<file path="src/rtl/regfile_pkg.sv">
// Shared RV32I register-file constants, also used by the pipeline-stage latches.
package regfile_pkg;

  localparam int unsigned XLEN       = 32;
  localparam int unsigned REG_ADDR_W = 5;
  localparam logic [REG_ADDR_W-1:0] REG_ZERO = 5'd0;

endpackage

</file>
<file path="src/rtl/regfile.sv">
// RV32I integer register file: WB commit, two registered source reads with WB bypass,
// STALL/FLUSH read-latch control and a retired-write counter.
module regfile #(
  parameter int unsigned XLEN    = regfile_pkg::XLEN,
  parameter int unsigned REG_NUM = 32
) (
  input  logic                                  CLK,
  input  logic                                  RST,
  input  logic                                  STALL,
  input  logic                                  FLUSH,
  input  logic                                  W_VALID,
  input  logic [regfile_pkg::REG_ADDR_W-1:0]    W_REG_D,
  input  logic [XLEN-1:0]                       W_REG_D_V,
  input  logic [regfile_pkg::REG_ADDR_W-1:0]    D_REG_S1,
  input  logic [regfile_pkg::REG_ADDR_W-1:0]    D_REG_S2,
  output logic [regfile_pkg::REG_ADDR_W-1:0]    R_REG_S1,
  output logic [XLEN-1:0]                       R_REG_S1_V,
  output logic [regfile_pkg::REG_ADDR_W-1:0]    R_REG_S2,
  output logic [XLEN-1:0]                       R_REG_S2_V,
  output logic [XLEN-1:0]                       R_WR_CNT
);
  import regfile_pkg::*;

  logic [XLEN-1:0]       rf [1:REG_NUM-1];
  logic                  wr_en;
  logic [REG_ADDR_W-1:0] rd_a1, rd_a2;
  logic [XLEN-1:0]       rd_v1, rd_v2;

  // x0 reads as zero; a same-cycle WB write to the looked-up register is forwarded.
  function automatic logic [XLEN-1:0] rd(input logic [REG_ADDR_W-1:0] a);
    if (a == REG_ZERO)
      return '0;
    else if (W_VALID && W_REG_D == a)
      return W_REG_D_V;
    else
      return rf[a];
  endfunction

  assign wr_en = W_VALID && (W_REG_D != REG_ZERO);

  always_comb begin
    rd_a1 = STALL ? R_REG_S1 : D_REG_S1;
    rd_a2 = STALL ? R_REG_S2 : D_REG_S2;
    rd_v1 = rd(rd_a1);
    rd_v2 = rd(rd_a2);
  end

  always_ff @(posedge CLK) begin
    if (RST) begin
      for (int unsigned i = 1; i < REG_NUM; i++) rf[i] <= '0;
    end else if (wr_en) begin
      rf[W_REG_D] <= W_REG_D_V;
    end
  end

  always_ff @(posedge CLK) begin
    if (RST) begin
      R_REG_S1   <= '0;
      R_REG_S2   <= '0;
      R_REG_S1_V <= '0;
      R_REG_S2_V <= '0;
    end else if (FLUSH) begin
      R_REG_S1   <= '0;
      R_REG_S2   <= '0;
      R_REG_S1_V <= '0;
      R_REG_S2_V <= '0;
    end else begin
      // rd_a* already selects the held index under STALL, so values keep refreshing.
      R_REG_S1   <= rd_a1;
      R_REG_S2   <= rd_a2;
      R_REG_S1_V <= rd_v1;
      R_REG_S2_V <= rd_v2;
    end
  end

  // A stalled WB slot is counted once, on the edge that releases it (or flushes it).
  always_ff @(posedge CLK) begin
    if (RST)
      R_WR_CNT <= '0;
    else if ((!STALL || FLUSH) && wr_en)
      R_WR_CNT <= R_WR_CNT + 1'b1;
  end

endmodule

</file>
<file path="config.mk">
export PLATFORM = sky130hd
export DESIGN_NAME = regfile
export DESIGN_NICKNAME = d
export VERILOG_FILES = /design/src/rtl/regfile_pkg.sv /design/src/rtl/regfile.sv
export SDC_FILE = /design/constraint.sdc
export NUM_CORES = 2
export LEC_CHECK = 0
export CAP_MARGIN = 30
export CELL_PAD_IN_SITES_DETAIL_PLACEMENT = 1
export CELL_PAD_IN_SITES_GLOBAL_PLACEMENT = 2
export CORE_MARGIN = 2
export CORE_UTILIZATION = 40
export DETAILED_ROUTE_END_ITERATION = 10
export PLACE_DENSITY_LB_ADDON = 0.1
export SLEW_MARGIN = 15
export SYNTH_ARGS = -nofsm -noshare
export SYNTH_HDL_FRONTEND = slang
export SYNTH_SLANG_ARGS = --single-unit
</file>
<file path="constraint.sdc">
create_clock -name CLK -period 3.6 [get_ports CLK]
set_clock_uncertainty 0.15 [all_clocks]
set_input_delay 0.72 -clock CLK [delete_from_list [all_inputs] [get_ports CLK]]
set_output_delay 0.72 -clock CLK [all_outputs]
set_load 0.1 [all_outputs]
</file>
=== Word-level counts from Yosys, hierarchy flattened ===
Memory sizes are Yosys's and may differ from the RTL's. A register that Yosys moved wholly into a read port is not among the register bits.
Cells that the tools add are included.

* Register bits after elaboration: 42
* Bits in writable memories: 992
* Bits of input ports: 52
* Output and inout port bits: 106
* Word-level logic and storage cells: 26
* Memories: 1

{| class="wikitable"
|+ Memory list
! memory !! words !! width !! read ports !! clocked after memory_dff !! write ports !! line !! source
|-
| rf || 31 || 32 || 2 || 2 || 31 || regfile.sv:24 || <nowiki>logic [XLEN-1:0] rf [1:REG_NUM-1];</nowiki>
|}

* Add/sub/neg operators: 1
* Mux-type cells: 10
* Reductions and logical operators: 11

{| class="wikitable"
|+ Operators by type and width
! operator !! number
|-
| $add A32 B1 Y32 const B || 1
|-
| $mux W32 || 1
|-
| $reduce_or A32 Y1 || 1
|-
| $mux W5 || 3
|-
| $logic_not A5 Y1 || 2
|-
| $mux W1 || 6
|-
| $reduce_or A3 Y1 || 2
|-
| $reduce_bool A5 Y1 || 1
|-
| $logic_and A1 B1 Y1 || 2
|-
| $reduce_or A2 Y1 || 1
|-
| $logic_not A1 Y1 || 1
|-
| $logic_or A1 B1 Y1 || 1
|}

=== Logic depth before layout (Yosys ltp) ===
* Depth in word-level cells: 7
* Depth in mapped cells: 12
* Mapped depth without buffers: 7

=== Worst setup path after synthesis ===
Ideal clock, no wire load.

* Path kind: register to register
* From: register R_REG_S1[0] in the netlist's numbering
* To: register R_REG_S1_V[15], read port of rf
* Setup time: 129 ps
* Arrival time: 2772 ps
* Data required time: 3321 ps
* Path slack: 549 ps
* Cell stages (with the launch flop): 11
* Buffers on the path: 3
* Period minus slack after synthesis: 3051 ps
* Cell sequence: dfxtp_1 -> buf_2 -> clkinv_1 -> a31o_1 -> buf_4 -> buf_4 -> a222oi_1 -> o21ai_0 -> a311o_1 -> o311ai_0 -> nand2_1

* Word-level cells in the longest chain between the ends: 3

{| class="wikitable"
|+ RTL lines
! item !! line !! source
|-
| from (decl) || regfile.sv:16 || <nowiki>output logic [regfile_pkg::REG_ADDR_W-1:0] R_REG_S1,</nowiki>
|-
| from (signal assigned) || regfile.sv:69 || <nowiki>R_REG_S1 <= rd_a1;</nowiki>
|-
| $mux W5 * || regfile.sv:42 || <nowiki>rd_a1 = STALL ? R_REG_S1 : D_REG_S1;</nowiki>
|-
| $logic_not A5 Y1 || regfile.sv:31 || <nowiki>if (a == REG_ZERO)</nowiki>
|-
| $reduce_or A3 Y1 (no source line) || -- ||
|-
| to (decl) || regfile.sv:17 || <nowiki>output logic [XLEN-1:0] R_REG_S1_V,</nowiki>
|}

Every way passes the cells marked *; elsewhere a longest branch is shown, timed or not.
A chain may end at the register's enable or synchronous reset.

=== Worst setup path in the final report ===
* From: register R_REG_S2[1] in the netlist's numbering
* To: register R_REG_S2_V[26], read port of rf

* Word-level cells in the longest chain between the ends: 3

{| class="wikitable"
|+ RTL lines
! item !! line !! source
|-
| from (decl) || regfile.sv:18 || <nowiki>output logic [regfile_pkg::REG_ADDR_W-1:0] R_REG_S2,</nowiki>
|-
| from (signal assigned) || regfile.sv:70 || <nowiki>R_REG_S2 <= rd_a2;</nowiki>
|-
| $mux W5 * || regfile.sv:43 || <nowiki>rd_a2 = STALL ? R_REG_S2 : D_REG_S2;</nowiki>
|-
| $logic_not A5 Y1 || regfile.sv:31 ||
|-
| $reduce_or A3 Y1 (no source line) || -- ||
|-
| to (decl) || regfile.sv:19 || <nowiki>output logic [XLEN-1:0] R_REG_S2_V,</nowiki>
|}

Marked as above.

==> impl_metrics.csv <==
group,metric,value,unit
outcome,status,"complete, but fails checks",
outcome,violations,"negative setup slack",
sta,worst_pin_slew,973,ps
floorplan,start_util,0.402,
global_route,antenna_found_initial,27,
synthesis,synth_fa_ha_area_frac,0.000184,
worst_setup_path,slowest_delay,710,ps
finish,fillers,18900,
worst_setup_path,worstPathRequired,4120,ps
routing,ant_nets,0,
worst_setup_path,rr_endpoint,"R_REG_S2_V[26]",
synthesis,yosys_warnings,0,
hold_path,hp-class,"in -> reg",
pwr,power.internal,25300,µW
worst_setup_path,cpMostUsedCell,"buf_4",
pwr,p_leak,0.0279,µW
pwr,clock_power_share,0.394,
worst_setup_path,arrival,4130,ps
worst_setup_path,r2r_setup_slack,-7,ps
floorplan,pin_count,158,
placement,dpl_worst_slack,-190,ps
sta,hold_viol,0,
sta,setup_viol,1,
finish,drive_above_1_share,0.131,
cts,clock_latency,810,ps
synthesis,synth.lib_cells_used.distinct,73,
hold_path,min_path_cells,3,
synthesis,synth-simple-area-share,0.226,
synthesis,synth_xor_area_frac,0.00464,
global_route,grt_overflow,0,
synthesis,syn_area_per_cell,9.05,µm²
cts,clk_pin_slew,60,ps
worst_setup_path,worstSetupEndpointType,"register",
routing,first_pass_iters,7,
worst_setup_path,cp.depth,8,
pwr,p_total,36500,µW
worst_setup_path,critPathBufInv,3,
pwr,switchingPower,11200,µW
synthesis,ys_ff_latch,1130,
routing,wl,345000,µm
worst_setup_path,critPathTopFamily,"buffers and inverters",
worst_setup_path,r2r_cells,8,
cts,numCtsBuffers,141,
synthesis,ys_async_sr_fraction,0,
synthesis,synth_cells,7506,
pwr,swShare,0.307,
pwr,seqPwrFrac,0.427,
floorplan,core_region_area,169000,µm²
synthesis,synth_edf_count,1024,
sta,max_slew_margin,0.350,
sta,worst_slack,-7.41,ps
worst_setup_path,cp_slowest_cell,"dfxtp_4",
pwr,pwr_density_cell,457,nW/µm²
cts,cts_buffer_depth,3,
global_route,grt_pass1_vias,66100,
finish,areaGrowthSynthToFinish,17.5,%
floorplan,fp-row-count,151,
global_route,track_usage,0.387,
synthesis,synth_compound_gate_area_share,0.224,
sta,timing.final.crit_share,1.00,
worst_setup_path,crit_type,"reg -> reg",
synthesis,synth_top_family_by_area,"simple AND/OR/NAND/NOR gates",
routing,avgViaCountPerCell,6.70,
worst_setup_path,r2r-start,"R_REG_S2[1]",
sta,period_minus_slack,3610,ps
synthesis,synth_flop_cell,"edfxtp_1",
routing,drc,0,
placement,gp_congestion,0.940,
routing,drt_iter0_markers,8954,
pwr,ir_drop,532,µV
placement,hpwlAfterDp,220000,µm
hold_path,hold_start,"RST",
cts,post_cts_buffers,0,
synthesis,synth_mux_area_frac,0.00902,
pwr,comb_power_share,0.179,
cts,ctsResizeCount,0,
cts,root_buffer,"clkbuf_16",
hold_path,hold_end,"R_WR_CNT[8]",
sta,drv_slew,0,
cts,ctsHoldBuffers,0,
synthesis,yosysSeqAreaShare,0.484,
global_route,grt_pass1_wl,485000,µm
cts,clock-sinks,1130,
worst_setup_path,path_max_fanout,25,
placement,port-buffer-count,157,
cts,cts_tree,"yes",
routing,routedWlPerCell,34.7,µm
worst_setup_path,crit_chain,"inv_2 > a31o_4 > buf_4 > a22oi_1 > a21oi_1 > nor4_1 > buf_4 > o31ai_1",
floorplan,die_x,416,µm
floorplan,die_y,416,µm
routing,vias,66500,
global_route,grt_max_degree,82,
floorplan,die_area,173000,µm²
synthesis,syn_area,67900,µm²
finish,finalNetCount,7642,
worst_setup_path,start_kind,"register",
job,maxCapViolations,0,
sta,rsz0062_at_grt,"false",
sta,fmax,277,MHz
cts,htree_levels,4,
layout make-up:
class	instances	area (µm²)	area share
Antenna cell	4	10.0	0.000125
Clock buffer	203	4100	0.0514
Clock inverter	54	427	0.00535
Inverter	42	185	0.00232
Multi-Input combinational cell	5547	32100	0.402
Sequential cell	1130	32900	0.412
Tap cell	2218	2780	0.0348
Timing Repair Buffer	727	7330	0.0918
synthesized netlist by cell type (all sizes together) (31+ instances only):
cell,instances,area (µm²)
a211oi,32,240
a21oi,384,1930
a221oi,31,272
a222oi,31,310
a22o,33,289
a22oi,62,465
a311o,31,310
a31oi,66,413
a32oi,32,280
and2,994,6220
buf,216,1130
clkbuf,602,2260
dfxtp,106,2120
edfxtp,1024,30700
inv,40,150
mux2i,42,470
nand2,629,2360
nand2b,99,619
nand3,302,1510
nor2,652,2450
nor2b,132,828
nor3,102,515
nor4,63,394
o211ai,349,2620
o21a,33,248
o21ai,799,4000
o22ai,130,813
o311ai,33,289
o31ai,225,1690
o32ai,97,865
or2,36,225
power by group through the flow:
stage	logic, µW	clock network, µW	registers, µW
2_1_floorplan	2870	0	16000
3_3_place_gp	6180	0	15800
3_5_place_dp	6270	0	15800
4_1_cts	6290	14400	15600
5_1_grt	6720	14900	15700
6_report	6510	14400	15600
sequential cells by signal, indices dropped and copies added, names as in the netlist:
name / count
rf: 1024
R_REG_S1: 5
R_REG_S2: 5
R_REG_S2_V: 32
R_WR_CNT: 32
R_REG_S1_V: 32
metal layers:
layer / track usage / wire, µm
met3: 0.0816 / 35100
met2: 0.606 / 155000
met5: 0 / 91
met1: 0.509 / 137000
met4: 0.188 / 18000
worst reg2reg max path, delay by kind of cell (launching register included):
family                 cells  cell delay, ps
buffers and inverters      3            1050
and+or+nand+nor            1             590
DFF                        1             710
AOI/OAI and AO/OA          4             960
metrics by stage:
step                TNS (ps)  hold WS [ps]  cells  utilization  cell area (µm²)
finish                 -7.41           338   9925        0.472            79800
CTS                        0           294   9920        0.472            79800
global route               0           349   9922        0.472            79800
global placement       -1490           343   9660        0.445            75200
detailed placement      -889           362   9663        0.445            75300
floorplan                  0           531   7537            -            68000
worst max-delay path by stage:
stage / endpoint / from / slack, ps
finish: R_REG_S2_V[26] / R_REG_S2[1] / -7
detailed placement: R_REG_S2_V[24] / STALL / -190
global route: R_REG_S2_V[26] / R_REG_S2[1] / 9
CTS: R_REG_S2_V[25] / R_REG_S2[1] / 20
floorplan: R_REG_S1_V[15] / R_REG_S1[0] / 550
global placement: R_REG_S2_V[1] / STALL / -410
cell usage in the layout, fill, tap and decap left out, drive strengths merged, types with 32 or more instances in the layout:
master,n
a211oi,32
a21oi,384
a22o,33
a22oi,62
a31oi,66
a32oi,32
and2,994
buf,679
clkbuf,204
clkdlybuf4s50,47
clkinv,41
conb,32
dfxtp,106
edfxtp,1024
inv,47
mux2i,42
nand2,629
nand2b,99
nand3,302
nor2,652
nor2b,132
nor3,102
nor4,63
o211ai,349
o21a,33
o21ai,799
o22ai,130
o311ai,33
o31ai,225
o32ai,97
or2,36
cells by family (layout without fill, tap and decap cells):
logic type	count (synthesis)	after routing
AOI/OAI and AO/OA	2382	2382
xor gates and xnor gates	36	36
adders and majority gates	1	1
buffers and inverters	860	1026
DFF	1130	1130
muxes	52	52
other	1	36
and+or+nand+nor	3044	3044
Note: power is estimated with default switching activity, not from simulation.
